==> src/rtl/clipper_pkg.sv <==
`default_nettype none
// +------------------------------------------------------------------------+
// | clipper_pkg: shared types and widths for the Clipper timebase           |
// | Revision: 1.0                                                           |
// +------------------------------------------------------------------------+
package clipper_pkg;

    localparam int TB_WIDTH       = 64;
    localparam int TB_PHASE_WIDTH = 32;

    typedef enum logic [1:0] {
        TB_IDLE   = 2'd0,
        TB_RUN    = 2'd1,
        TB_FROZEN = 2'd2,
        TB_LOAD   = 2'd3
    } tb_state_e;

endpackage
`default_nettype wire

==> src/rtl/clipper_timebase_ctrl_if.sv <==
`default_nettype none
// +------------------------------------------------------------------------+
// | clipper_timebase_ctrl_if: control/status bundle of the timebase         |
// | Revision: 1.0                                                           |
// +------------------------------------------------------------------------+
interface clipper_timebase_ctrl_if;
    import clipper_pkg::*;

    logic                ena;
    logic                freeze;
    logic                accelerate;
    logic                force_req;
    logic [TB_WIDTH-1:0] force_time;
    logic                force_ack;
    logic [TB_WIDTH-1:0] time_o;
    logic                time_valid;
    logic                tick;
    logic [1:0]          state_o;

    modport master (
        output ena, freeze, accelerate, force_req, force_time,
        input  force_ack, time_o, time_valid, tick, state_o
    );

    modport slave (
        input  ena, freeze, accelerate, force_req, force_time,
        output force_ack, time_o, time_valid, tick, state_o
    );

endinterface
`default_nettype wire

==> src/rtl/clipper_tick_gen.sv <==
`default_nettype none
// +------------------------------------------------------------------------+
// | clipper_tick_gen: phase accumulator producing one strobe per period     |
// | Revision: 1.0                                                           |
// +------------------------------------------------------------------------+
module clipper_tick_gen
    import clipper_pkg::*;
#(
    parameter int unsigned TICK_PERIOD_NS = 1000000
) (
    input  wire logic                      clk,
    input  wire logic                      rst,
    input  wire logic [TB_PHASE_WIDTH-1:0] inc_i,
    input  wire logic                      advance_i,
    input  wire logic                      clear_i,
    output logic                           tick_o
);

    localparam logic [TB_PHASE_WIDTH:0] PERIOD = (TB_PHASE_WIDTH+1)'(TICK_PERIOD_NS);

    logic [TB_PHASE_WIDTH-1:0] phase_q, phase_d;
    logic                      tick_q, tick_d;
    logic [TB_PHASE_WIDTH:0]   sum_w;
    logic [TB_PHASE_WIDTH:0]   wrapped_w;

    // One extra bit keeps phase+inc from overflowing before the compare.
    assign sum_w     = {1'b0, phase_q} + {1'b0, inc_i};
    assign wrapped_w = sum_w - PERIOD;

    always_comb begin
        phase_d = phase_q;
        tick_d  = 1'b0;
        if (clear_i) begin
            phase_d = '0;
        end else if (advance_i) begin
            if (sum_w >= PERIOD) begin
                phase_d = wrapped_w[TB_PHASE_WIDTH-1:0];
                tick_d  = 1'b1;
            end else begin
                phase_d = sum_w[TB_PHASE_WIDTH-1:0];
            end
        end
    end

    always_ff @(posedge clk or posedge rst) begin
        if (rst) begin
            phase_q <= '0;
            tick_q  <= 1'b0;
        end else begin
            phase_q <= phase_d;
            tick_q  <= tick_d;
        end
    end

    assign tick_o = tick_q;

endmodule
`default_nettype wire

==> src/rtl/clipper_timebase_ctrl.sv <==
`default_nettype none
// +------------------------------------------------------------------------+
// | clipper_timebase_ctrl: 64-bit ns timebase sequencer with force-load     |
// | Revision: 1.0                                                           |
// +------------------------------------------------------------------------+
module clipper_timebase_ctrl
    import clipper_pkg::*;
#(
    parameter int unsigned INC_NS         = 8,
    parameter int unsigned ACCEL_SHIFT    = 4,
    parameter int unsigned TICK_PERIOD_NS = 1000000
) (
    input  wire logic                clk,
    input  wire logic                rst,
    clipper_timebase_ctrl_if.slave   ctrl_if
);

    localparam logic [TB_WIDTH-1:0] INC_NORM  = TB_WIDTH'(INC_NS);
    localparam logic [TB_WIDTH-1:0] INC_ACCEL = INC_NORM << ACCEL_SHIFT;

    tb_state_e           state_q, state_d;
    logic [TB_WIDTH-1:0] time_q, time_d;
    logic                valid_q, valid_d;
    logic                ack_q, ack_d;
    logic                armed_q, armed_d;

    logic [TB_WIDTH-1:0] inc_w;
    logic                force_w;
    logic                advance_w;
    logic                load_w;
    logic                tick_w;

    assign inc_w   = ctrl_if.accelerate ? INC_ACCEL : INC_NORM;
    // A request only counts once it has been seen low since the last load.
    assign force_w = ctrl_if.force_req & armed_q;

    always_ff @(posedge clk or posedge rst) begin
        if (rst) begin
            state_q <= TB_IDLE;
        end else begin
            state_q <= state_d;
        end
    end

    always_comb begin
        state_d = state_q;
        case (state_q)
            TB_IDLE: begin
                if (force_w)                                  state_d = TB_LOAD;
                else if (ctrl_if.ena && !ctrl_if.freeze)      state_d = TB_RUN;
                else if (ctrl_if.ena)                         state_d = TB_FROZEN;
            end
            TB_RUN: begin
                if (!ctrl_if.ena)                             state_d = TB_IDLE;
                else if (force_w)                             state_d = TB_LOAD;
                else if (ctrl_if.freeze)                      state_d = TB_FROZEN;
            end
            TB_FROZEN: begin
                if (!ctrl_if.ena)                             state_d = TB_IDLE;
                else if (force_w)                             state_d = TB_LOAD;
                else if (!ctrl_if.freeze)                     state_d = TB_RUN;
            end
            TB_LOAD: begin
                if (!ctrl_if.ena)                             state_d = TB_IDLE;
                else if (ctrl_if.freeze)                      state_d = TB_FROZEN;
                else                                          state_d = TB_RUN;
            end
            default:                                          state_d = TB_IDLE;
        endcase
    end

    always_comb begin
        time_d    = time_q;
        valid_d   = valid_q;
        ack_d     = 1'b0;
        armed_d   = armed_q | ~ctrl_if.force_req;
        advance_w = 1'b0;
        load_w    = 1'b0;
        case (state_q)
            TB_RUN: begin
                time_d    = time_q + inc_w;
                valid_d   = 1'b1;
                advance_w = 1'b1;
            end
            TB_LOAD: begin
                time_d  = ctrl_if.force_time;
                valid_d = 1'b1;
                ack_d   = 1'b1;
                armed_d = 1'b0;
                load_w  = 1'b1;
            end
            default: ;
        endcase
    end

    always_ff @(posedge clk or posedge rst) begin
        if (rst) begin
            time_q  <= '0;
            valid_q <= 1'b0;
            ack_q   <= 1'b0;
            armed_q <= 1'b1;
        end else begin
            time_q  <= time_d;
            valid_q <= valid_d;
            ack_q   <= ack_d;
            armed_q <= armed_d;
        end
    end

    clipper_tick_gen #(
        .TICK_PERIOD_NS (TICK_PERIOD_NS)
    ) u_tick_gen (
        .clk       (clk),
        .rst       (rst),
        .inc_i     (inc_w[TB_PHASE_WIDTH-1:0]),
        .advance_i (advance_w),
        .clear_i   (load_w),
        .tick_o    (tick_w)
    );

    assign ctrl_if.time_o     = time_q;
    assign ctrl_if.time_valid = valid_q;
    assign ctrl_if.force_ack  = ack_q;
    assign ctrl_if.tick       = tick_w;
    assign ctrl_if.state_o    = state_q;

endmodule
`default_nettype wire

==> src/flat_wrapper.sv <==
// flat-port wrapper written by rule: the top's interface ports become plain ports
module clipper_timebase_ctrl_flat import clipper_pkg::*;
#(
    parameter int unsigned INC_NS         = 8,
    parameter int unsigned ACCEL_SHIFT    = 4,
    parameter int unsigned TICK_PERIOD_NS = 1000000
)
  (clk, rst, ctrl_if_ena, ctrl_if_freeze, ctrl_if_accelerate, ctrl_if_force_req, ctrl_if_force_time, ctrl_if_force_ack, ctrl_if_time_o, ctrl_if_time_valid, ctrl_if_tick, ctrl_if_state_o);
  clipper_timebase_ctrl_if ctrl_if_i ();
  input  wire logic clk;
  input  wire logic rst;
  input wire logic [$bits(ctrl_if_i.ena)-1:0] ctrl_if_ena;
  input wire logic [$bits(ctrl_if_i.freeze)-1:0] ctrl_if_freeze;
  input wire logic [$bits(ctrl_if_i.accelerate)-1:0] ctrl_if_accelerate;
  input wire logic [$bits(ctrl_if_i.force_req)-1:0] ctrl_if_force_req;
  input wire logic [$bits(ctrl_if_i.force_time)-1:0] ctrl_if_force_time;
  output wire logic [$bits(ctrl_if_i.force_ack)-1:0] ctrl_if_force_ack;
  output wire logic [$bits(ctrl_if_i.time_o)-1:0] ctrl_if_time_o;
  output wire logic [$bits(ctrl_if_i.time_valid)-1:0] ctrl_if_time_valid;
  output wire logic [$bits(ctrl_if_i.tick)-1:0] ctrl_if_tick;
  output wire logic [$bits(ctrl_if_i.state_o)-1:0] ctrl_if_state_o;
  assign ctrl_if_i.ena = ctrl_if_ena;
  assign ctrl_if_i.freeze = ctrl_if_freeze;
  assign ctrl_if_i.accelerate = ctrl_if_accelerate;
  assign ctrl_if_i.force_req = ctrl_if_force_req;
  assign ctrl_if_i.force_time = ctrl_if_force_time;
  assign ctrl_if_force_ack = ctrl_if_i.force_ack;
  assign ctrl_if_time_o = ctrl_if_i.time_o;
  assign ctrl_if_time_valid = ctrl_if_i.time_valid;
  assign ctrl_if_tick = ctrl_if_i.tick;
  assign ctrl_if_state_o = ctrl_if_i.state_o;
  clipper_timebase_ctrl #(.INC_NS(INC_NS), .ACCEL_SHIFT(ACCEL_SHIFT), .TICK_PERIOD_NS(TICK_PERIOD_NS)) u_core (.clk(clk), .rst(rst), .ctrl_if(ctrl_if_i));
endmodule
==> config.mk <==
export PLATFORM = sky130hd
export DESIGN_NAME = clipper_timebase_ctrl_flat
export DESIGN_NICKNAME = d
export VERILOG_FILES = /design/src/rtl/clipper_pkg.sv /design/src/rtl/clipper_timebase_ctrl_if.sv /design/src/rtl/clipper_tick_gen.sv /design/src/rtl/clipper_timebase_ctrl.sv /design/src/flat_wrapper.sv
export SDC_FILE = /design/constraint.sdc
export NUM_CORES = 1
export LEC_CHECK = 0
export BUFFER_PORTS_ARGS = -buffer_cell sky130_fd_sc_hd__buf_4
export CORE_AREA = 3 3 163 86
export DETAILED_ROUTE_END_ITERATION = 7
export DIE_AREA = 0 0 166 89
export PLACE_DENSITY = 0.8
export REMOVE_ABC_BUFFERS = 1
export SLEW_MARGIN = 25
export SYNTH_ARGS = -nofsm -noshare
export SYNTH_HDL_FRONTEND = slang
export SYNTH_SLANG_ARGS = --single-unit
==> constraint.sdc <==
create_clock -name clk -period 5.2 [get_ports clk]
set_input_delay 0.26 -clock clk [delete_from_list [all_inputs] [get_ports clk]]
set_output_delay 0.26 -clock clk [all_outputs]
set_load 0.02 [all_outputs]
==> run_results.csv <==
group,metric,value,unit
clocking,cts.clk_slew.worst_paths,0.09,ns
floorplanning,start_util,55.99,%
global_routing,antenna_found_initial,0,
cells_and_area,fill_cells,1066,
synthesis,synth-edff-count,0,
synthesis,ys_seq_elements,99,
clocking,numClockSinks,99,
routing,first_pass_iters,6,
timing,slew_headroom,32.43,%
min_path,whs_path_depth,2,
flow_run,maxCapViolations,0,
clocking,cts_tree,"done",
synthesis,synth_area,7049,sq um
routing,avgViaCountPerCell,6.321,
cells_and_area,regArea,2484,sq um
clocking,cts_setup_buffers,0,
timing,worst_slew_pin_slew,1.011,ns
critical_path,worstPathArrival,4.74,ns
place,gp_congestion,0.8936,
routing,drtAntennaViolNets,0,
global_routing,grt_pass1_vias,6647,
synthesis,yosysMostFrequentCell,"a21oi_1",
critical_path,reg2reg_depth,12,
floorplanning,die_y,89,microns
critical_path,worst_setup_path_end_kind,"flip-flop",
cells_and_area,final_nets,1063,
cells_and_area,diodes,0,
timing,finalHoldViolCount,0,
min_path,hold_path.class,"in -> reg",
synthesis,synthTopCellsByArea,"dfrtp_1 (35%), a21oi_1 (7.4%), o21ai_0 (6.3%)",
cells_and_area,fin_cells,1160,
status,run_status,"finished clean",
floorplanning,coreArea,12590,sq um
global_routing,grt_usage,26.78,%
global_routing,grt_max_degree,92,
synthesis,syn_avg_cell_area,7.912,sq um
clocking,numCtsBuffers,9,
routing,wl,20390,microns
floorplanning,placementRows,29,
cells_and_area,multi_input_area,4190,sq um
synthesis,synth_cell_types,70,
place,dpl.hpwl,14220,microns
critical_path,path_class,"reg -> reg",
cells_and_area,fin_util,66.63,%
clocking,worstSkewPairLatency,0.36,ns
synthesis,syn_inst,891,
clocking,htreeDepth,3,
synthesis,synth_warnings,0,
routing,avgRoutedWirePerCell,17.58,microns
power_and_ir_drop,power,4243,uW
timing,drv_slew,0,
routing,vias,7332,
critical_path,path_max_fanout,18,
timing,finalClockSkew,0.01861,ns
timing,max_freq,222.6,MHz
synthesis,async_reset_ff_share,100.0,%
timing,setup_tns,0,ns
place,dp_cells,1144,
synthesis,yosysSeqAreaShare,35.16,%
routing,initialDrtViolationCount,769,
critical_path,critical_path_required,5.45,ns
timing,setup_viol,0,
synthesis,synth_top_cells_by_count,"a21oi_1 (104), dfrtp_1 (98), o21ai_0 (89)",
clocking,clock_tree.buffer_depth,2,
clocking,cts_resized,0,
synthesis,yosys.area.top_type,"dfrtp_1",
place,pre_cts_slack,0.6411,ns
routing,drcViolationCount,0,
power_and_ir_drop,vdd_ir_drop_max,0.0002512,V
floorplanning,ios,139,
cells_and_area,area_growth_syn_to_layout,19.01,%
global_routing,grt_first_pass_wirelength,32800,microns
timing,rsz0062_at_grt,"false",
timing,period_share,86.41,%
clocking,cts_root_buf,"clkbuf_16",
synthesis,yosys_most_used_dff,"dfrtp_1",
global_routing,overflow,0,
floorplanning,die_area,14770,sq um
power_and_ir_drop,p_leak,0.003494,uW
synthesis,synth_top_area_share,34.79,%
place,numPortBuffers,138,
timing,fin_crit,4.493,ns
critical_path,critPathLaunchType,"flip-flop",
timing,setup_slack,0.7067,ns
clocking,cts_hold_buf,0,
cells_and_area,drive_gt1_share,20.40,%
floorplanning,die_w,166,microns
power_and_ir_drop,power_density,505.8,nW/um^2
[cells by family after synthesis]
| family | synth area share, % |
|---|---|
| and+or+nand+nor | 24.51 |
| AOI/OAI and AO/OA | 28.67 |
| adders and majority gates | 1.420 |
| muxes | 1.775 |
| xor gates and xnor gates | 2.982 |
| DFF | 35.16 |
| buffers and inverters | 5.485 |
[stage by stage]
stage / hold WS [ns] / cell area [sq um]
2_1_floorplan: 0.3162 / 6771
3_3_place_gp: 0.4136 / 8094
3_5_place_dp: 0.4295 / 8094
4_1_cts: 0.04694 / 8389
5_1_grt: 0.05447 / 8389
6_report: 0.04898 / 8389
[final timing paths]
kind	start	endpoint	slack, ns
worst max register to register	u_core.u_tick_gen.phase_q[3]	u_core.u_tick_gen.phase_q[29]	0.71
max in group asynchronous	rst	u_core.ctrl_if.state_o[0]	4.08
min in group asynchronous	rst	u_core.u_tick_gen.phase_q[3]	0.09
worst min register to register	u_core.ctrl_if.time_valid	u_core.ctrl_if.time_valid	0.48
worst max-delay path	u_core.u_tick_gen.phase_q[3]	u_core.u_tick_gen.phase_q[29]	0.71
worst min-delay path	ctrl_if_force_req	u_core.armed_q	0.05
[flip-flops by register name, indices dropped and copies added (netlist names)]
register	cells
u_core.ctrl_if.force_ack	1
u_core.u_tick_gen.tick_o	1
u_core.ctrl_if.state_o	2
u_core.armed_q	1
u_core.ctrl_if.time_o	64
u_core.ctrl_if.time_valid	1
u_core.u_tick_gen.phase_q	29
[area by class of cell]
class | count | area share [%]
inverter | 29 | 1.327
clock buffer | 9 | 2.685
clock inverter | 7 | 0.8352
multi-input combinational | 700 | 49.95
timing repair buffer | 146 | 13.06
sequential | 99 | 29.60
tap | 170 | 2.535
[placed cells by master, fill, tap and decap left out, drive strengths merged, types with 9 or more instances in the layout]
| master | instances |
|---|---|
| xor2 | 9 |
| a21oi | 104 |
| o31ai | 10 |
| dfrtp | 98 |
| nand2 | 86 |
| nor3 | 27 |
| inv | 31 |
| o22ai | 27 |
| nand4 | 12 |
| o2bb2ai | 18 |
| nor4 | 20 |
| or3 | 10 |
| nand3 | 47 |
| buf | 146 |
| nor2 | 71 |
| xnor2 | 15 |
| clkbuf | 9 |
| o21ai | 91 |
| and3 | 22 |
[worst max-delay path, stage by stage, from the launching register on]
cell       delay, ns
dfrtp_1         0.35
ha_1            0.22
ha_1            0.34
a41oi_4         0.33
nor4_4          0.61
a31oi_1         0.21
nor4_4          0.39
o211ai_1        0.30
nor4_1          0.69
o2bb2ai_1       0.26
a211oi_1        0.32
o31ai_1         0.12
a21bo_2         0.25
[layer usage]
layer	vias to the layer above	share of wire, %	GRT usage, %	routed length [microns]
met5	-	0	0	0
met4	0	1.5	6.566	302
met3	31	6.3	4.373	1288
met2	286	48	46.57	9859
met1	3525	44	35.89	8938
li1	3490	-	-	-
[report_power, final]
| part | internal [uW] | switching, uW |
|---|---|---|
| clock | 339 | 337 |
| sequential | 1050 | 432 |
| combinational | 874 | 1210 |
| total | 2270 | 1980 |
No activity file was read; power rests on OpenSTA's default activity.
